<file path="config.mk">
export PLATFORM = sky130hd
export DESIGN_NAME = muldiv_unit_flat
export DESIGN_NICKNAME = d
export VERILOG_FILES = /design/src/rtl/muldiv_unit_if.sv /design/src/rtl/muldiv_unit.sv /design/src/flat_wrapper.sv
export SDC_FILE = /design/constraint.sdc
export NUM_CORES = 2
export LEC_CHECK = 0
export BUFFER_PORTS_ARGS = -buffer_cell sky130_fd_sc_hd__buf_4
export CAP_MARGIN = 20
export CORE_MARGIN = 8
export CORE_UTILIZATION = 45
export DETAILED_ROUTE_END_ITERATION = 12
export GPL_TIMING_DRIVEN = 0
export PLACE_DENSITY_LB_ADDON = 0.2
export SETUP_SLACK_MARGIN = 0.05
export SYNTH_ARGS = -nofsm -noshare
export SYNTH_HDL_FRONTEND = slang
export SYNTH_SLANG_ARGS = --single-unit
</file>
<file path="constraint.sdc">
create_clock -name clk -period 9.3 [get_ports clk]
set_clock_uncertainty 0.15 [all_clocks]
set_input_delay 0.465 -clock clk [delete_from_list [all_inputs] [get_ports clk]]
set_output_delay 0.465 -clock clk [all_outputs]
set_load 0.1 [all_outputs]
</file>
<file path="src/rtl/muldiv_unit_if.sv">
// ============================================================================
// Module  : muldiv_unit_if
// Purpose : Request / write-back bundle between control path and muldiv_unit.
//           Carries is_word only when MULDIV_WORD_EN is defined.
// Rev     : 1.0  initial release
// ============================================================================
`default_nettype none

interface muldiv_unit_if #(
    parameter int XLEN = 64
);
    logic            start;
    logic [2:0]      funct3;
    logic [XLEN-1:0] ReadData1;
    logic [XLEN-1:0] ReadData2;
    logic [4:0]      RD_in;
`ifdef MULDIV_WORD_EN
    logic            is_word;
`endif
    logic            busy;
    logic            done;
    logic [XLEN-1:0] WriteData;
    logic [4:0]      RD;
    logic            RegWrite;

`ifdef MULDIV_WORD_EN
    modport master (
        output start, funct3, ReadData1, ReadData2, RD_in, is_word,
        input  busy, done, WriteData, RD, RegWrite
    );
    modport slave (
        input  start, funct3, ReadData1, ReadData2, RD_in, is_word,
        output busy, done, WriteData, RD, RegWrite
    );
`else
    modport master (
        output start, funct3, ReadData1, ReadData2, RD_in,
        input  busy, done, WriteData, RD, RegWrite
    );
    modport slave (
        input  start, funct3, ReadData1, ReadData2, RD_in,
        output busy, done, WriteData, RD, RegWrite
    );
`endif
endinterface

`default_nettype wire

</file>
<file path="src/rtl/muldiv_unit.sv">
// ============================================================================
// Module  : muldiv_unit
// Purpose : Radix-2 iterative RV64M multiply/divide with start/busy/done.
//           Optional word ops (MULW/DIVW/...) under macro MULDIV_WORD_EN.
// Rev     : 1.0  initial release
// ============================================================================
`default_nettype none

module muldiv_unit #(
    parameter int XLEN  = 64,
    parameter int CNT_W = 7
) (
    input  wire logic    clk,
    input  wire logic    reset,
    muldiv_unit_if.slave bus
);

    typedef enum logic [1:0] {
        S_IDLE = 2'd0,
        S_CALC = 2'd1,
        S_FIX  = 2'd2,
        S_DONE = 2'd3
    } state_t;

    localparam logic [XLEN-1:0] c_ONES = '1;
    localparam logic [XLEN-1:0] c_MIN  = {1'b1, {(XLEN-1){1'b0}}};

    function automatic logic [XLEN-1:0] f_sext32(input logic [31:0] v);
        return {{(XLEN-32){v[31]}}, v};
    endfunction

    state_t            r_state;
    logic [CNT_W-1:0]  r_cnt;
    logic [CNT_W-1:0]  r_last;
    logic [2:0]        r_f3;
    logic              r_word;
    logic              r_neg;
    logic [XLEN-1:0]   r_acc;
    logic [XLEN-1:0]   r_lo;
    logic [XLEN-1:0]   r_op;
    logic              r_busy;
    logic              r_done;
    logic              r_regwrite;
    logic [XLEN-1:0]   r_wdata;
    logic [4:0]        r_rd;

    logic w_word;
`ifdef MULDIV_WORD_EN
    assign w_word = bus.is_word;
`else
    assign w_word = 1'b0;
`endif

    // Accept-side decode: signedness, operand magnitudes and fast-path cases
    logic            w_div;
    logic            w_a_sgn;
    logic            w_b_sgn;
    logic [XLEN-1:0] w_a_ext;
    logic [XLEN-1:0] w_b_ext;
    logic            w_a_neg;
    logic            w_b_neg;
    logic [XLEN-1:0] w_a_mag;
    logic [XLEN-1:0] w_b_mag;
    logic [XLEN-1:0] w_rs1_sx;
    logic [XLEN-1:0] w_min;
    logic            w_dz;
    logic            w_ovf;
    logic            w_special;
    logic [XLEN-1:0] w_spec_res;

    assign w_div   = bus.funct3[2];
    assign w_a_sgn = w_div ? ~bus.funct3[0]
                           : ((bus.funct3 == 3'b001) || (bus.funct3 == 3'b010)) && !w_word;
    assign w_b_sgn = w_div ? ~bus.funct3[0]
                           : (bus.funct3 == 3'b001) && !w_word;

    assign w_a_ext = !w_word ? bus.ReadData1
                   : (w_a_sgn ? f_sext32(bus.ReadData1[31:0])
                              : {{(XLEN-32){1'b0}}, bus.ReadData1[31:0]});
    assign w_b_ext = !w_word ? bus.ReadData2
                   : (w_b_sgn ? f_sext32(bus.ReadData2[31:0])
                              : {{(XLEN-32){1'b0}}, bus.ReadData2[31:0]});

    assign w_a_neg  = w_a_sgn & w_a_ext[XLEN-1];
    assign w_b_neg  = w_b_sgn & w_b_ext[XLEN-1];
    assign w_a_mag  = w_a_neg ? -w_a_ext : w_a_ext;
    assign w_b_mag  = w_b_neg ? -w_b_ext : w_b_ext;
    assign w_rs1_sx = w_word ? f_sext32(bus.ReadData1[31:0]) : bus.ReadData1;
    assign w_min    = w_word ? f_sext32(32'h8000_0000) : c_MIN;

    assign w_dz      = w_div && (w_b_ext == '0);
    assign w_ovf     = w_div && !bus.funct3[0] && (w_a_ext == w_min) && (w_b_ext == c_ONES);
    assign w_special = w_dz | w_ovf;
    assign w_spec_res = bus.funct3[1] ? (w_dz ? w_rs1_sx : '0)
                                      : (w_dz ? c_ONES : w_a_ext);

    // Iteration datapath: {r_acc, r_lo} is product or remainder/quotient pair
    logic [XLEN:0]   w_sum;
    logic [XLEN:0]   w_shift;
    logic            w_ge;
    logic [XLEN-1:0] w_diff;

    assign w_sum   = {1'b0, r_acc} + (r_lo[0] ? {1'b0, r_op} : '0);
    assign w_shift = {r_acc, r_lo[XLEN-1]};
    assign w_ge    = (w_shift >= {1'b0, r_op});
    assign w_diff  = w_shift[XLEN-1:0] - r_op;

    logic [2*XLEN-1:0] w_prod;
    logic [2*XLEN-1:0] w_prod_s;
    logic [XLEN-1:0]   w_dval;
    logic [XLEN-1:0]   w_dval_s;
    logic [XLEN-1:0]   w_res;

    assign w_prod   = {r_acc, r_lo};
    assign w_prod_s = r_neg ? -w_prod : w_prod;
    assign w_dval   = r_f3[1] ? r_acc : r_lo;
    assign w_dval_s = r_neg ? -w_dval : w_dval;

    always_comb begin
        w_res = '0;
        if (r_f3[2])
            w_res = r_word ? f_sext32(w_dval_s[31:0]) : w_dval_s;
        else if (r_word)
            w_res = f_sext32(r_lo[XLEN-1:XLEN-32]);
        else if (r_f3[1:0] == 2'b00)
            w_res = w_prod_s[XLEN-1:0];
        else
            w_res = w_prod_s[2*XLEN-1:XLEN];
    end

    always_ff @(posedge clk) begin
        if (!reset) begin
            r_state    <= S_IDLE;
            r_cnt      <= '0;
            r_last     <= '0;
            r_f3       <= '0;
            r_word     <= 1'b0;
            r_neg      <= 1'b0;
            r_acc      <= '0;
            r_lo       <= '0;
            r_op       <= '0;
            r_busy     <= 1'b0;
            r_done     <= 1'b0;
            r_regwrite <= 1'b0;
            r_wdata    <= '0;
            r_rd       <= '0;
        end else begin
            case (r_state)
                S_IDLE: begin
                    if (bus.start) begin
                        r_f3   <= bus.funct3;
                        r_rd   <= bus.RD_in;
                        r_word <= w_word;
                        r_cnt  <= '0;
                        r_last <= w_word ? CNT_W'(31) : CNT_W'(XLEN-1);
                        r_busy <= 1'b1;
                        if (w_special) begin
                            r_wdata    <= w_spec_res;
                            r_done     <= 1'b1;
                            r_regwrite <= |bus.RD_in;
                            r_state    <= S_DONE;
                        end else begin
                            r_acc   <= '0;
                            r_neg   <= (w_div && bus.funct3[1]) ? w_a_neg : (w_a_neg ^ w_b_neg);
                            r_op    <= w_div ? w_b_mag : w_a_mag;
                            // Word divides park the dividend in the top half
                            if (w_div)
                                r_lo <= w_word ? {w_a_mag[31:0], {(XLEN-32){1'b0}}} : w_a_mag;
                            else
                                r_lo <= w_b_mag;
                            r_state <= S_CALC;
                        end
                    end
                end
                S_CALC: begin
                    if (r_f3[2]) begin
                        r_acc <= w_ge ? w_diff : w_shift[XLEN-1:0];
                        r_lo  <= {r_lo[XLEN-2:0], w_ge};
                    end else begin
                        r_acc <= w_sum[XLEN:1];
                        r_lo  <= {w_sum[0], r_lo[XLEN-1:1]};
                    end
                    r_cnt <= r_cnt + 1'b1;
                    if (r_cnt == r_last)
                        r_state <= S_FIX;
                end
                S_FIX: begin
                    r_wdata    <= w_res;
                    r_done     <= 1'b1;
                    r_regwrite <= |r_rd;
                    r_state    <= S_DONE;
                end
                S_DONE: begin
                    r_done     <= 1'b0;
                    r_regwrite <= 1'b0;
                    r_busy     <= 1'b0;
                    r_state    <= S_IDLE;
                end
                default: r_state <= S_IDLE;
            endcase
        end
    end

    assign bus.busy      = r_busy;
    assign bus.done      = r_done;
    assign bus.WriteData = r_wdata;
    assign bus.RD        = r_rd;
    assign bus.RegWrite  = r_regwrite;

endmodule

`default_nettype wire

</file>
<file path="src/flat_wrapper.sv">
// flat-port wrapper written by rule: the top's interface ports become plain ports
module muldiv_unit_flat 
#(
    parameter int XLEN  = 64,
    parameter int CNT_W = 7
)
  (clk, reset, bus_start, bus_funct3, bus_ReadData1, bus_ReadData2, bus_RD_in, bus_busy, bus_done, bus_WriteData, bus_RD, bus_RegWrite);
  muldiv_unit_if #(.XLEN(XLEN)) bus_i ();
  input  wire logic clk;
  input  wire logic reset;
  input wire logic [$bits(bus_i.start)-1:0] bus_start;
  input wire logic [$bits(bus_i.funct3)-1:0] bus_funct3;
  input wire logic [$bits(bus_i.ReadData1)-1:0] bus_ReadData1;
  input wire logic [$bits(bus_i.ReadData2)-1:0] bus_ReadData2;
  input wire logic [$bits(bus_i.RD_in)-1:0] bus_RD_in;
  output wire logic [$bits(bus_i.busy)-1:0] bus_busy;
  output wire logic [$bits(bus_i.done)-1:0] bus_done;
  output wire logic [$bits(bus_i.WriteData)-1:0] bus_WriteData;
  output wire logic [$bits(bus_i.RD)-1:0] bus_RD;
  output wire logic [$bits(bus_i.RegWrite)-1:0] bus_RegWrite;
  assign bus_i.start = bus_start;
  assign bus_i.funct3 = bus_funct3;
  assign bus_i.ReadData1 = bus_ReadData1;
  assign bus_i.ReadData2 = bus_ReadData2;
  assign bus_i.RD_in = bus_RD_in;
  assign bus_busy = bus_i.busy;
  assign bus_done = bus_i.done;
  assign bus_WriteData = bus_i.WriteData;
  assign bus_RD = bus_i.RD;
  assign bus_RegWrite = bus_i.RegWrite;
  muldiv_unit #(.XLEN(XLEN), .CNT_W(CNT_W)) u_core (.clk(clk), .reset(reset), .bus(bus_i));
endmodule
</file>
==> results.md <==
- DRC violations left: 0
- Required @ worst endpoint: 9.68 ns
- Syn avg cell area: 6.871 um^2
- Main combinational cell family by area after synthesis: compound AO/OA/AOI/OAI gates
- Slew HR: 10.18%
- Pin count of the biggest net entering global routing: 13
- Die span in x: 282.9 um
- Post-synthesis xor/xnor area fraction: 11.74%
- Fin crit share: 99.13%
- CTS root buf: clkbuf_16
- CTS sink count: 278
- Num CTS Buffers: 36
- Hold Vio Cnt, Final: 0
- Critical path arrival: 9.60 ns
- Setup violators final: 0
- Iteration count of the initial detailed-routing pass: 7
- CP max FO: 10
- Clock slew at reported path FFs: 0.06 ns
- Post-synthesis cell type count: 92
- First-pass GRT wire length: 272200 um
- Async SR Flop Fraction: 0%
- PortBufs: 207
- Dpl hpwl: 158300 um
- Multiplexer share of the synthesized area: 5.303%
- Commonest non-fill, non-tap cell in the layout: nor2_1
- Synthesized net count: 4946
- Placement Setup Slack: 0.3965 ns
- Crit start category: flip-flop
- Sequential-to-total area share from yosys stat: 17.36%
- Max Cap Viol: 0
- Leakage power: 13.96 nW
- Fin cells: 5915
- Area Growth Syn to Fin: 13.17%
- Vias in the first global route: 37510
- Die Y: 282.9 um
- CTS tree: yes
- Final Cell Area: 36290 um^2
- RSZ-0062 raised after global routing: false
- Synth Area in Compound Gates: 29.15%
- Total grt overflow: 0
- Initial core utilization: 45.17%
- Yosys warns: 0
- Vias per cell: 6.763
- WL/cell: 33.25 um
- Commonest cells after routing, fill and taps aside: nor2_1, nand2_1, a21oi_1
- Layout cells sized above 1: 8.548%
- 1st-iter DRT viols: 5827
- Tot GR Track Use: 46.02%
- Synth Cell Area: 32070 um^2
- Die area: 80060 um^2
- F_max: 108.5 MHz
- Final worst slack: 0.08064 ns
- Top_reg_cell synth: dfxtp_1
- Critical path capture point type: flip-flop
- Post-placement cell count: 5830
- Setup TNS: 0 ns
- Row cnt: 98
- CTS max path bufs: 3
- Placer congestion estimate: 1.077
- Synth Area in Simple Gates: 23.54%
- # fillers: 7297
- Worst Max-Slew Pin Slew: 1.347 ns
- Outcome: finished clean
- Max-slew violation count: 0
- Maximum vdd drop: 0.1439 mV
- IO Pins: 211
- Initial antenna violation count: 10
- CTS H-Tree Depth: 2
- Placed Area: 34870 um^2
- Critical path type: reg -> reg
- Tightest Hold Check Type: in -> reg
- Post-synthesis cell count: 4667
- Pwr/cell area: 280.0 nW/um^2
- #FFs+latches synth: 278
- Core Box Area: 71000 um^2
- Minimum clock period: 9.219 ns
- Via count: 40010
- Nets@finish: 5216
- Total wire length: 196700 um
- Synth Area in Adders: 6.571%
- Clock Latency Late Sink: 0.59 ns
- Final Power: 10.16 mW
- Antenna-violating nets left: 0
- Post-synth EDFFs: 0
==> synth_stat cells (8+ instances only) <==
| cell type | instances | share of area [%] |
|---|---|---|
| a21o_1 | 87 | 2.0 |
| nand2b_1 | 29 | 0.57 |
| a22oi_1 | 19 | 0.44 |
| a211oi_1 | 153 | 3.6 |
| and3_1 | 20 | 0.39 |
| or3_1 | 47 | 0.92 |
| o221ai_1 | 17 | 0.46 |
| mux2i_1 | 117 | 3.7 |
| nor3_1 | 143 | 2.2 |
| nand3_1 | 52 | 0.81 |
| xnor2_1 | 248 | 6.8 |
| nor2b_1 | 19 | 0.37 |
| o31ai_1 | 73 | 1.7 |
| a221oi_1 | 16 | 0.44 |
| xor2_1 | 182 | 5.0 |
| a21oi_1 | 429 | 6.7 |
| o211ai_1 | 44 | 1.0 |
| nor3b_1 | 16 | 0.37 |
| nor2_1 | 587 | 6.9 |
| inv_1 | 129 | 1.5 |
| o21ai_0 | 333 | 5.2 |
| o21a_1 | 15 | 0.35 |
| nand2_1 | 445 | 5.2 |
| a31oi_1 | 54 | 1.1 |
| a22o_1 | 25 | 0.68 |
| a21boi_0 | 8 | 0.19 |
| nor4_1 | 41 | 0.80 |
| mux2_2 | 47 | 1.7 |
| nand4_1 | 64 | 1.2 |
| or2_2 | 40 | 0.78 |
| or4_1 | 38 | 0.89 |
| a211o_1 | 12 | 0.33 |
| and2_1 | 30 | 0.59 |
| maj3_1 | 34 | 1.1 |
| buf_2 | 15 | 0.23 |
| nand3b_1 | 8 | 0.19 |
| ha_1 | 138 | 5.4 |
| a311oi_1 | 11 | 0.30 |
| dfxtp_1 | 278 | 17 |
| o41ai_1 | 27 | 0.74 |
| clkbuf_1 | 340 | 4.0 |
| buf_1 | 38 | 0.44 |
| o21bai_1 | 27 | 0.63 |
| o22ai_1 | 24 | 0.47 |
| a32o_1 | 15 | 0.47 |
==> flip-flops by register name, indices dropped and copies added, names as in the netlist <==
register,count
u_core.r_f3,3
u_core.r_neg,1
u_core.r_lo,64
u_core.bus.done,1
u_core.bus.RD,5
u_core.r_acc,64
u_core.r_op,64
u_core.bus.busy,1
u_core.r_last,1
u_core.r_state,2
u_core.r_cnt,7
u_core.bus.WriteData,64
u_core.bus.RegWrite,1
==> worst max-delay path: stages (launching register included) <==
cell and delay, ns:
dfxtp_1 0.43, clkbuf_1 0.44, buf_2 0.38, buf_2 0.35
buf_1 0.56, buf_1 0.62, buf_1 0.76, clkdlybuf4s15_1 0.95
clkbuf_2 0.61, o21a_1 0.18, ha_1 0.22, o221ai_1 0.30
nor4_2 0.30, buf_4 0.24, nand3b_1 0.27, or3_1 0.49
or3b_2 0.54, nor2_1 0.12, nor2_1 0.06, xor2_1 0.17
a221oi_1 0.68, o221a_2 0.33
==> metal layers <==
| layer | up-vias | global-route usage (%) | share of wire, % |
|---|---|---|---|
| met1 | 18630 | 53.74 | 36 |
| li1 | 17380 | - | - |
| met2 | 3120 | 68.87 | 41 |
| met3 | 870 | 14.66 | 13 |
| met5 | - | 1.340 | 0.073 |
| met4 | 10 | 36.68 | 9.7 |
==> where the power goes <==
group | leakage (nW) | switching, mW | internal, mW | total (mW)
clock | 0.581 | 0.628 | 0.818 | 1.45
sequential | 2.27 | 0.273 | 1.45 | 1.72
combinational | 11.1 | 4.99 | 2.00 | 6.99
==> per-stage QoR <==
stage               utilization [%]  hold slack, ns
global placement              49.03          0.2830
finish                        51.12         0.05049
global route                  51.10         0.06296
floorplan                         -          0.2819
CTS                           50.84         0.03611
detailed placement            49.12          0.2862
==> logic make-up after synthesis <==
logic type,Yosys count
and+or+nand+nor,1622
AOI/OAI and AO/OA,1470
buffers and inverters,529
xor gates and xnor gates,430
DFF,278
adders and majority gates,174
muxes,164
==> cell type report <==
class	count	area, um^2	area share, %
clock buffer	49	1041	2.868
multi-input combinational	3860	24490	67.49
sequential	278	5565	15.34
clock inverter	12	132.6	0.3655
inverter	131	491.7	1.355
tap	950	1189	3.275
timing repair buffer	232	1817	5.006
buffer	398	1549	4.268
antenna	5	12.51	0.03448
==> final timing paths <==
check	slack, ns	depth (start not counted)	start	end
max	0.08	21	u_core.r_f3[1]$_SDFFE_PN0P_	u_core.bus.WriteData[46]$_SDFFE_PN0P_
min	0.05	3	bus_funct3[0]	u_core.r_f3[0]$_SDFFE_PN0P_
max reg2reg	0.08	21	u_core.r_f3[1]$_SDFFE_PN0P_	u_core.bus.WriteData[46]$_SDFFE_PN0P_
min reg2reg	0.30	2	u_core.bus.WriteData[57]$_SDFFE_PN0P_	u_core.bus.WriteData[57]$_SDFFE_PN0P_
==> what timing repair did <==
action / CTS / global route
buffers inserted: 0 / 0
hold buffers: 5 / 0
gates resized for setup: 0 / 3
setup endpoints to repair: 0 / 1
endpoints found under the hold margin: 5 / 0
No activity file was read; power rests on OpenSTA's default activity.
